File: config.mk
export PLATFORM = sky130hd
export DESIGN_NAME = linear_interpolator
export DESIGN_NICKNAME = d
export VERILOG_FILES = /design/src/rtl/linear_interpolator.sv
export SDC_FILE = /design/constraint.sdc
export NUM_CORES = 1
export LEC_CHECK = 0
export ABC_AREA = 1
export CAP_MARGIN = 5
export CORE_MARGIN = 2
export CORE_UTILIZATION = 50
export CTS_CLUSTER_DIAMETER = 40
export DETAILED_ROUTE_END_ITERATION = 8
export HOLD_SLACK_MARGIN = 0.03
export PLACE_DENSITY = 0.75
export REMOVE_ABC_BUFFERS = 1
export SKIP_LAST_GASP = 1
export SYNTH_ARGS = -nofsm -noshare
export SYNTH_HDL_FRONTEND = slang
export SYNTH_SLANG_ARGS = --single-unit
File: constraint.sdc
create_clock -name clk -period 5.07 [get_ports clk]
set_clock_uncertainty 0.15 [all_clocks]
set_input_delay 1.014 -clock clk [delete_from_list [all_inputs] [get_ports clk]]
set_output_delay 1.014 -clock clk [all_outputs]
set_load 0.03 [all_outputs]
File: src/rtl/linear_interpolator.sv
// -----------------------------------------------------------------------------
// linear_interpolator
//
// Upsampling stream stage. Accepts one signed sample per input handshake and,
// once two samples are known, emits FACTOR samples that walk linearly from the
// older sample (prev) toward the newer one (cur). The newer sample itself is
// emitted as the first sample of the following burst.
//
// Parameters
//   WIDTH   sample width (signed two's complement)
//   FACTOR  upsampling ratio, power of two, >= 1
//
// Ports
//   clk        clock, rising edge
//   reset      synchronous, active-low
//   in_data    signed input sample
//   in_valid   in_data valid
//   in_ready   block can accept in_data this cycle (low during a burst)
//   zoh        (only with INTERP_ZOH_EN) zero-order-hold select, sampled with
//              in_data when a burst starts; 1 = every sample of the burst is prev
//   out_data   registered interpolated sample
//   out_valid  registered out_data valid
//   out_ready  consumer accepts out_data this cycle
//
// Configuration macro
//   INTERP_ZOH_EN  adds the zoh port and the zero-order-hold mode.
// -----------------------------------------------------------------------------
module linear_interpolator #(
    parameter int WIDTH  = 8,
    parameter int FACTOR = 4
) (
    input  logic                    clk,
    input  logic                    reset,
    input  logic signed [WIDTH-1:0] in_data,
    input  logic                    in_valid,
    output logic                    in_ready,
`ifdef INTERP_ZOH_EN
    input  logic                    zoh,
`endif
    output logic signed [WIDTH-1:0] out_data,
    output logic                    out_valid,
    input  logic                    out_ready
);

    localparam int K_W = (FACTOR > 1) ? $clog2(FACTOR) : 1;
    localparam int SH  = $clog2(FACTOR);
    localparam int PW  = WIDTH + 1 + K_W;
    localparam logic [K_W-1:0] K_LAST = K_W'(FACTOR - 1);

    typedef enum logic [1:0] {
        S_PRIME = 2'd0,
        S_WAIT  = 2'd1,
        S_EMIT  = 2'd2
    } state_t;

    state_t                  r_state;
    state_t                  w_state_next;
    logic signed [WIDTH-1:0] r_prev;
    logic signed [WIDTH-1:0] r_cur;
    logic [K_W-1:0]          r_k;
    logic signed [WIDTH-1:0] r_out_data;
    logic                    r_out_valid;
    logic                    r_zoh;
    logic                    w_in_fire;
    logic                    w_out_fire;
    logic signed [WIDTH-1:0] w_next_sample;

    // prev + floor((cur - prev) * k / FACTOR). The difference needs one extra
    // bit, the product K_W more; the arithmetic shift floors toward -inf. The
    // result always lies between prev and cur, so truncation to WIDTH is exact.
    function automatic logic signed [WIDTH-1:0] interp(
        input logic signed [WIDTH-1:0] a,
        input logic signed [WIDTH-1:0] b,
        input logic [K_W-1:0]          k
    );
        logic signed [WIDTH:0]  diff;
        logic signed [PW-1:0]   diff_x;
        logic signed [PW-1:0]   k_x;
        logic signed [PW-1:0]   prod;
        logic signed [PW-1:0]   step;
        diff   = $signed({b[WIDTH-1], b}) - $signed({a[WIDTH-1], a});
        diff_x = $signed({{(PW-WIDTH-1){diff[WIDTH]}}, diff});
        k_x    = $signed({{(PW-K_W){1'b0}}, k});
        prod   = diff_x * k_x;
        step   = prod >>> SH;
        return a + step[WIDTH-1:0];
    endfunction

    assign w_in_fire  = in_valid && in_ready;
    assign w_out_fire = r_out_valid && out_ready;
    assign out_data   = r_out_data;
    assign out_valid  = r_out_valid;

    // Next sample of the running burst (index k+1); prev when holding.
    always_comb begin
        w_next_sample = interp(r_prev, r_cur, r_k + K_W'(1));
        if (r_zoh) begin
            w_next_sample = r_prev;
        end else begin
            w_next_sample = interp(r_prev, r_cur, r_k + K_W'(1));
        end
    end

    // State register.
    always_ff @(posedge clk) begin
        if (!reset) begin
            r_state <= S_PRIME;
        end else begin
            r_state <= w_state_next;
        end
    end

    // Next-state logic: a burst ends on the handshake of its last sample.
    always_comb begin
        w_state_next = r_state;
        case (r_state)
            S_PRIME: begin
                if (w_in_fire) begin
                    w_state_next = S_WAIT;
                end else begin
                    w_state_next = S_PRIME;
                end
            end
            S_WAIT: begin
                if (w_in_fire) begin
                    w_state_next = S_EMIT;
                end else begin
                    w_state_next = S_WAIT;
                end
            end
            S_EMIT: begin
                if (w_out_fire && (r_k == K_LAST)) begin
                    w_state_next = S_WAIT;
                end else begin
                    w_state_next = S_EMIT;
                end
            end
            default: w_state_next = S_PRIME;
        endcase
    end

    // Output logic: input side is closed while a burst is in flight or in reset.
    always_comb begin
        in_ready = 1'b0;
        if (reset && (r_state != S_EMIT)) begin
            in_ready = 1'b1;
        end else begin
            in_ready = 1'b0;
        end
    end

    // Sample registers and registered output stream.
    always_ff @(posedge clk) begin
        if (!reset) begin
            r_prev      <= '0;
            r_cur       <= '0;
            r_k         <= '0;
            r_out_data  <= '0;
            r_out_valid <= 1'b0;
            r_zoh       <= 1'b0;
        end else begin
            case (r_state)
                S_PRIME: begin
                    if (w_in_fire) begin
                        r_prev <= in_data;
                    end
                end
                S_WAIT: begin
                    if (w_in_fire) begin
                        r_cur       <= in_data;
                        r_k         <= '0;
                        // k == 0 sample is prev in both modes.
                        r_out_data  <= r_prev;
                        r_out_valid <= 1'b1;
`ifdef INTERP_ZOH_EN
                        r_zoh       <= zoh;
`else
                        r_zoh       <= 1'b0;
`endif
                    end
                end
                S_EMIT: begin
                    if (w_out_fire) begin
                        if (r_k == K_LAST) begin
                            r_out_valid <= 1'b0;
                            r_prev      <= r_cur;
                        end else begin
                            r_k        <= r_k + K_W'(1);
                            r_out_data <= w_next_sample;
                        end
                    end
                end
                default: begin
                    r_out_valid <= 1'b0;
                end
            endcase
        end
    end

endmodule

## Word-level counts from Yosys, hierarchy flattened

Index checks and enable logic that the tools add are counted.

| storage, ports and cells | value |
|---|---|
| bits of input ports | 12 |
| bits in latches | 0 |
| logic and storage cells | 52 |
| register bits after elaboration | 29 |
| output and inout bits | 10 |
| bits in read-only memories | 0 |
| memory bits (writable) | 0 |
| memories kept | 0 |

| cells by class | value |
|---|---|
| bitwise logic cells | 1 |
| add/sub/neg operators | 3 |
| shift operators | 0 |
| muxes and demuxes | 21 |
| multiply operators | 1 |
| div/mod/pow operators | 0 |
| magnitude comparators | 0 |
| reduce and logical (&&, ||, !) cells | 11 |
| equal/unequal tests | 9 |

Operator list:

| operator | number |
|---|---|
| 8-bit 2-to-1 mux | 6 |
| 8-bit one-hot mux with 2 select lines | 2 |
| 2-bit != test, second input constant | 6 |
| 4-bit AND reduction | 3 |
| 9-bit by 3-bit multiplier with 10-bit output | 1 |
| 2-bit 2-to-1 mux | 5 |
| 8-bit by 8-bit subtractor with 9-bit output | 1 |
| 8-bit adder | 1 |
| 2-bit one-hot mux with 3 select lines | 1 |
| 1-bit 2-to-1 mux | 5 |
| 2-bit == test, second input constant | 2 |
| 1-bit logical AND | 4 |
| 2-bit one-hot mux with 2 select lines | 1 |
| 2-bit nonzero test | 2 |
| 1-bit one-hot mux with 3 select lines | 1 |
| 2-bit by 1-bit adder with 2-bit output, second input constant | 1 |
| 2-bit by 1-bit == test with 1-bit output, second input constant | 1 |
| 2-bit logical NOT | 1 |
| 2-bit AND reduction | 1 |
| 1-bit inverter | 1 |

## Longest topological paths before layout

Gate-level depths: netlist (run 1).

| depth | value |
|---|---|
| word-level depth | 6 |
| gate-level depth with buffers | 28 |

## Worst setup path after synthesis (run 1)

Ideal clock, no wire load.

| timing path | value |
|---|---|
| kind | reg-to-reg |
| from | reg r_prev[1] |
| to | reg r_out_data[7] (netlist: out_data[7]) |
| stages on the path, launching flop included | 28 |
| library setup time | 109 ps |
| data arrival time | 3,731 ps |
| slack | 1,081 ps |
| period minus slack after synthesis | 3,989 ps |
| cells stage by stage | dfxtp_1 -> inv_1 -> ha_1 -> nand2_1 -> o21ai_1 -> a21oi_1 -> o21bai_1 -> xnor2_1 -> nor2_1 -> ha_1 -> ha_1 -> a21oi_1 -> o21ai_1 -> nand2_1 -> nand2_1 -> a21oi_1 -> xnor2_1 -> ha_1 -> a21oi_1 -> o21ai_1 -> a31oi_1 -> inv_1 -> nand3_1 -> nand3_1 -> nand2_1 -> nand3_1 -> nand2_1 -> inv_1 |

| between the ends | value |
|---|---|
| word-level cells in the longest chain between the ends | 6 |

RTL lines:

| element | line | RTL |
|---|---|---|
| start, declared | 58 | `logic signed [WIDTH-1:0] r_prev;` |
| start signal, assigned | 165 | `r_prev <= in_data;` |
| start signal, assigned | 186 | `r_prev <= r_cur;` |
| 8-bit by 8-bit subtractor with 9-bit output | 81 | `diff = $signed({b[WIDTH-1], b}) - $signed({a[WIDTH-1], a});` |
| 9-bit by 3-bit multiplier with 10-bit output | 84 | `prod = diff_x * k_x;` |
| 8-bit adder * | 86 | `return a + step[WIDTH-1:0];` |
| 8-bit 2-to-1 mux * | 184 | `if (r_k == K_LAST) begin` |
| 8-bit 2-to-1 mux * | 183 | `if (w_out_fire) begin` |
| 8-bit one-hot mux with 2 select lines * | 162 | `case (r_state)` |
| end signal, assigned | 173 | `r_out_data <= r_prev;` |
| end signal, assigned | 189 | `r_out_data <= w_next_sample;` |
| end, declared | 61 | `logic signed [WIDTH-1:0] r_out_data;` |

Every way passes the cells marked *; elsewhere a longest branch is shown, timed or not. The select of a mux whose other input is x is not followed.
A chain may end at the register's enable or synchronous reset.

## Worst setup path in the final report (run 1)

Ends and elaborated chain as after synthesis.

==> impl_metrics.json, run 1 <==
{
  "run_status": "complete, no violations",
  "setup_viol_count_final": 0,
  "cts.repair_timing.setup_buffer_count": 0,
  "global_route.usage.met1": 0.269,
  "detail_route.wirelength_um": 4890,
  "period_needed_ns": 4.44,
  "timing_worst_slew_pin_value_ns": 0.700,
  "place_worst_setup_slack_ns": 0.639,
  "chipWidth_um": 72.6,
  "min-delay-path-class": "reg -> reg",
  "highest_clock_rate_mhz": 225,
  "timing.critical_path.to_type": "register",
  "core_region_area_sq_um": 4440,
  "number_of_port_buffers": 21,
  "hold_depth": 2,
  "root_buffer_cell": "sky130_fd_sc_hd__clkbuf_8",
  "cap_viol_max_count": 0,
  "syn_area_sq_um": 2350,
  "peakVddDrop_mv": 0.192,
  "switching_power_w": 0.000381,
  "mostFrequentLayoutCell": "sky130_fd_sc_hd__nand2_1",
  "initial_standard_cell_utilization_of_the_core": 0.530,
  "layout.filler_cells": 417,
  "p_sw_frac": 0.408,
  "cts_hold_buffers": 0,
  "grt_start_max_net_pins": 29,
  "yosysUniqueCellTypes": 32,
  "post_synth_inst_count": 336,
  "worst_r2r_startpoint": "r_prev[1]$_SDFFE_PN0P_",
  "ys_warn_count": 0,
  "fraction_of_synthesized_cell_area_taken_by_the_top_area_cell_type": 0.247,
  "vias_per_cell": 5.33,
  "crit_required_ns": 5.10,
  "number_of_gates_resized_after_cts": 0,
  "route.antenna.remaining_nets": 0,
  "worst_skew_pair.late_latency_ns": 0.28,
  "ff2ff_path_depth": 27,
  "final_layout_size_suffix_gt1_frac": 0.0702,
  "share_clk_of_total_power": 0.226,
  "rrSetupSlack_ns": 0.63,
  "worst-endpoint-arrival_ns": 4.47,
  "grt.met2_usage": 0.328,
  "met3_use_gr": 0.0497,
  "cts_made_buffers": 5,
  "antenna_violations_before_repair": 0,
  "htree_num_levels": 2,
  "finalMaxSlewViolations": 0,
  "final_hold_viol_count": 0,
  "share_of_synthesized_area_occupied_by_flip_flops_and_latches": 0.247,
  "globalRouteTotalUtil": 0.203,
  "startpoint_type": "register",
  "globalRoute.totalOverflow": 0,
  "critPathMaxFanout": 6,
  "placement_rows": 24,
  "drcViolationCount": 0,
  "share_seq_of_total_power": 0.278,
  "min_delay_worst_endpoint": "r_cur[3]$_SDFFE_PN0P_",
  "fin_ws_ns": 0.626,
  "power.static_leakage_nw": 1.27,
  "via_count_of_the_first_global_routing_pass": 1935,
  "fin_crit_share": 0.877,
  "numClockSinks": 29,
  "slew-limit-headroom": 0.533,
  "initialDrtViolationCount": 101,
  "rsz0062_at_grt": "false",
  "syn-mean-instance-area_sq_um": 7.01,
  "crit-reg2reg-capture": "out_data[7]$_SDFFE_PN0P_",
  "internal_power_w": 0.000553,
  "final_cell_mix": "sky130_fd_sc_hd__nand2_1, sky130_fd_sc_hd__inv_1, sky130_fd_sc_hd__ha_1",
  "wire_per_inst_um": 12.0,
  "grt_pass1_wl_um": 8350,
  "pwrdens_nw_per_um2": 347,
  "path_class": "reg -> reg",
  "netlist_top_cells_area": "sky130_fd_sc_hd__dfxtp_1, sky130_fd_sc_hd__ha_1, sky130_fd_sc_hd__nand2_1, sky130_fd_sc_hd__inv_1, sky130_fd_sc_hd__a21oi_1",
  "diodes": 0,
  "pin_count": 22,
  "area_delta_synth_final_pct": 14.2,
  "place.gp.congestion": 0.858,
  "ys_ff_latch": 29,
  "y_dimension_of_the_die_um": 72.6,
  "routed-via-count": 2173,
  "hold_start": "r_cur[3]$_SDFFE_PN0P_",
  "dieArea_sq_um": 5270,
  "cts_tree": "done",
  "cts.reportedPaths.clkPinSlew_ns": 0.06,
  "total_neg_setup_slack_ns": 0,
  "fin_worst_hold_slack_ns": 0.329,
  "synthDominantAreaCellType": "sky130_fd_sc_hd__dfxtp_1",
  "cts.path.max_buffers": 2,
  "first_pass_iters": 5,
  "dp_hpwl_um": 3800,
  "gr-max-usage-layer": "met2",
  "combPwrFrac": 0.497,
  "finish.net_count": 401
}
## layer usage
layer / routed length, um / vias up / share of wire
li1: - / 1170 / -
met1: 2330 / 948 / 0.48
met2: 2290 / 48 / 0.47
met3: 226 / 7 / 0.046
met4: 50 / 0 / 0.010
met5: 0 / - / 0
## logic make-up after synthesis
family	Yosys count	synth area share
buf+inv	61	0.104
simple gates	112	0.202
xor+xnor	13	0.0484
compound gates	87	0.208
fa+ha+maj	34	0.190
flops	29	0.247
## critical path: stages, from the launching register on
cell	delay [ns]
sky130_fd_sc_hd__dfxtp_1	0.49
sky130_fd_sc_hd__inv_1	0.08
sky130_fd_sc_hd__ha_1	0.28
sky130_fd_sc_hd__nand2_1	0.04
sky130_fd_sc_hd__o21ai_1	0.19
sky130_fd_sc_hd__a21oi_1	0.10
sky130_fd_sc_hd__o21bai_1	0.21
sky130_fd_sc_hd__xnor2_1	0.18
sky130_fd_sc_hd__nor2_1	0.07
sky130_fd_sc_hd__ha_1	0.31
sky130_fd_sc_hd__ha_1	0.36
sky130_fd_sc_hd__a21oi_1	0.15
sky130_fd_sc_hd__o21ai_1	0.11
sky130_fd_sc_hd__nand2_1	0.08
sky130_fd_sc_hd__nand2_1	0.05
sky130_fd_sc_hd__a21oi_1	0.15
sky130_fd_sc_hd__xnor2_1	0.16
sky130_fd_sc_hd__ha_1	0.30
sky130_fd_sc_hd__a21oi_1	0.15
sky130_fd_sc_hd__o21ai_1	0.08
sky130_fd_sc_hd__a31oi_1	0.17
sky130_fd_sc_hd__inv_1	0.06
sky130_fd_sc_hd__nand3_1	0.09
sky130_fd_sc_hd__nand3_1	0.08
sky130_fd_sc_hd__nand2_1	0.06
sky130_fd_sc_hd__nand3_1	0.06
sky130_fd_sc_hd__nand2_1	0.08
sky130_fd_sc_hd__inv_1	0.03
## power by group through the flow
| stage | clock network (W) | registers [W] | logic, W |
|---|---|---|---|
| floorplan | 0 | 0.000265 | 0.000367 |
| global placement | 0 | 0.000264 | 0.000459 |
| detailed placement | 0 | 0.000264 | 0.000465 |
| CTS | 0.000214 | 0.000259 | 0.000468 |
| global route | 0.000224 | 0.000261 | 0.000540 |
| finish | 0.000211 | 0.000259 | 0.000464 |
## synthesized netlist by cell type, drive strengths merged
library cell   n
a21oi         31
a31oi         14
buf            4
clkbuf         7
dfxtp         29
fa             3
ha            31
inv           50
nand2         64
nand3         14
nand3b         1
nand4          3
nor2          27
nor3           1
nor4           1
o211a          1
o211ai         4
o21ai         35
o21bai         1
o31ai          1
or2            1
xnor2          7
xor2           6
## registers in the layout, indices dropped and copies added (netlist names)
signal	cells
out_data	8
r_prev	8
out_valid	1
r_state	2
r_cur	8
r_k	2
## stage by stage
stage | utilization | instances | instance area, sq um | power (W)
6_report | 0.605 | 408 | 2690 | 0.000934
2_1_floorplan | - | 325 | 2300 | 0.000632
5_1_grt | 0.605 | 408 | 2690 | 0.00103
3_5_place_dp | 0.582 | 400 | 2590 | 0.000729
3_3_place_gp | 0.582 | 400 | 2590 | 0.000723
4_1_cts | 0.605 | 408 | 2690 | 0.000941
## worst max-delay path by stage
stage	from	end	slack [ns]	cells past startpoint
3_5_place_dp	r_prev[1]$_SDFFE_PN0P_	out_data[7]$_SDFFE_PN0P_	0.64	27
2_1_floorplan	r_prev[1]$_SDFFE_PN0P_	out_data[7]$_SDFFE_PN0P_	1.02	27
4_1_cts	r_prev[1]$_SDFFE_PN0P_	out_data[7]$_SDFFE_PN0P_	0.62	27
5_1_grt	r_prev[1]$_SDFFE_PN0P_	out_data[7]$_SDFFE_PN0P_	0.12	27
3_3_place_gp	r_prev[1]$_SDFFE_PN0P_	out_data[7]$_SDFFE_PN0P_	0.68	27
6_report	r_prev[1]$_SDFFE_PN0P_	out_data[7]$_SDFFE_PN0P_	0.63	27
## layout make-up
type,count,area (sq um),area share
Clock inverter,1,5.00,0.00186
Sequential cell,29,581,0.216
Multi-Input combinational cell,246,1530,0.569
Tap cell,52,65.1,0.0242
Inverter,50,188,0.0698
Clock buffer,7,96.3,0.0358
Timing Repair Buffer,23,225,0.0838
Power figures use the tool's default switching activity.
==> inputs of run 2 (changes only) <==
--- a/config.mk
+++ b/config.mk
@@ -11,7 +11,6 @@
 export CORE_UTILIZATION = 50
 export CTS_CLUSTER_DIAMETER = 40
 export DETAILED_ROUTE_END_ITERATION = 8
-export HOLD_SLACK_MARGIN = 0.03
 export PLACE_DENSITY = 0.75
 export REMOVE_ABC_BUFFERS = 1
 export SKIP_LAST_GASP = 1
==> results of run 2 <==
Same layout as run 1: the final DEF is identical, and so are final timing and power.
==> inputs of run 3 (changes only) <==
--- a/config.mk
+++ b/config.mk
@@ -14,6 +14,7 @@
 export PLACE_DENSITY = 0.75
 export REMOVE_ABC_BUFFERS = 1
 export SKIP_LAST_GASP = 1
+export SLEW_MARGIN = 20
 export SYNTH_ARGS = -nofsm -noshare
 export SYNTH_HDL_FRONTEND = slang
 export SYNTH_SLANG_ARGS = --single-unit
==> results of run 3 <==
Same layout as run 1: the final DEF is identical, and so are final timing and power.
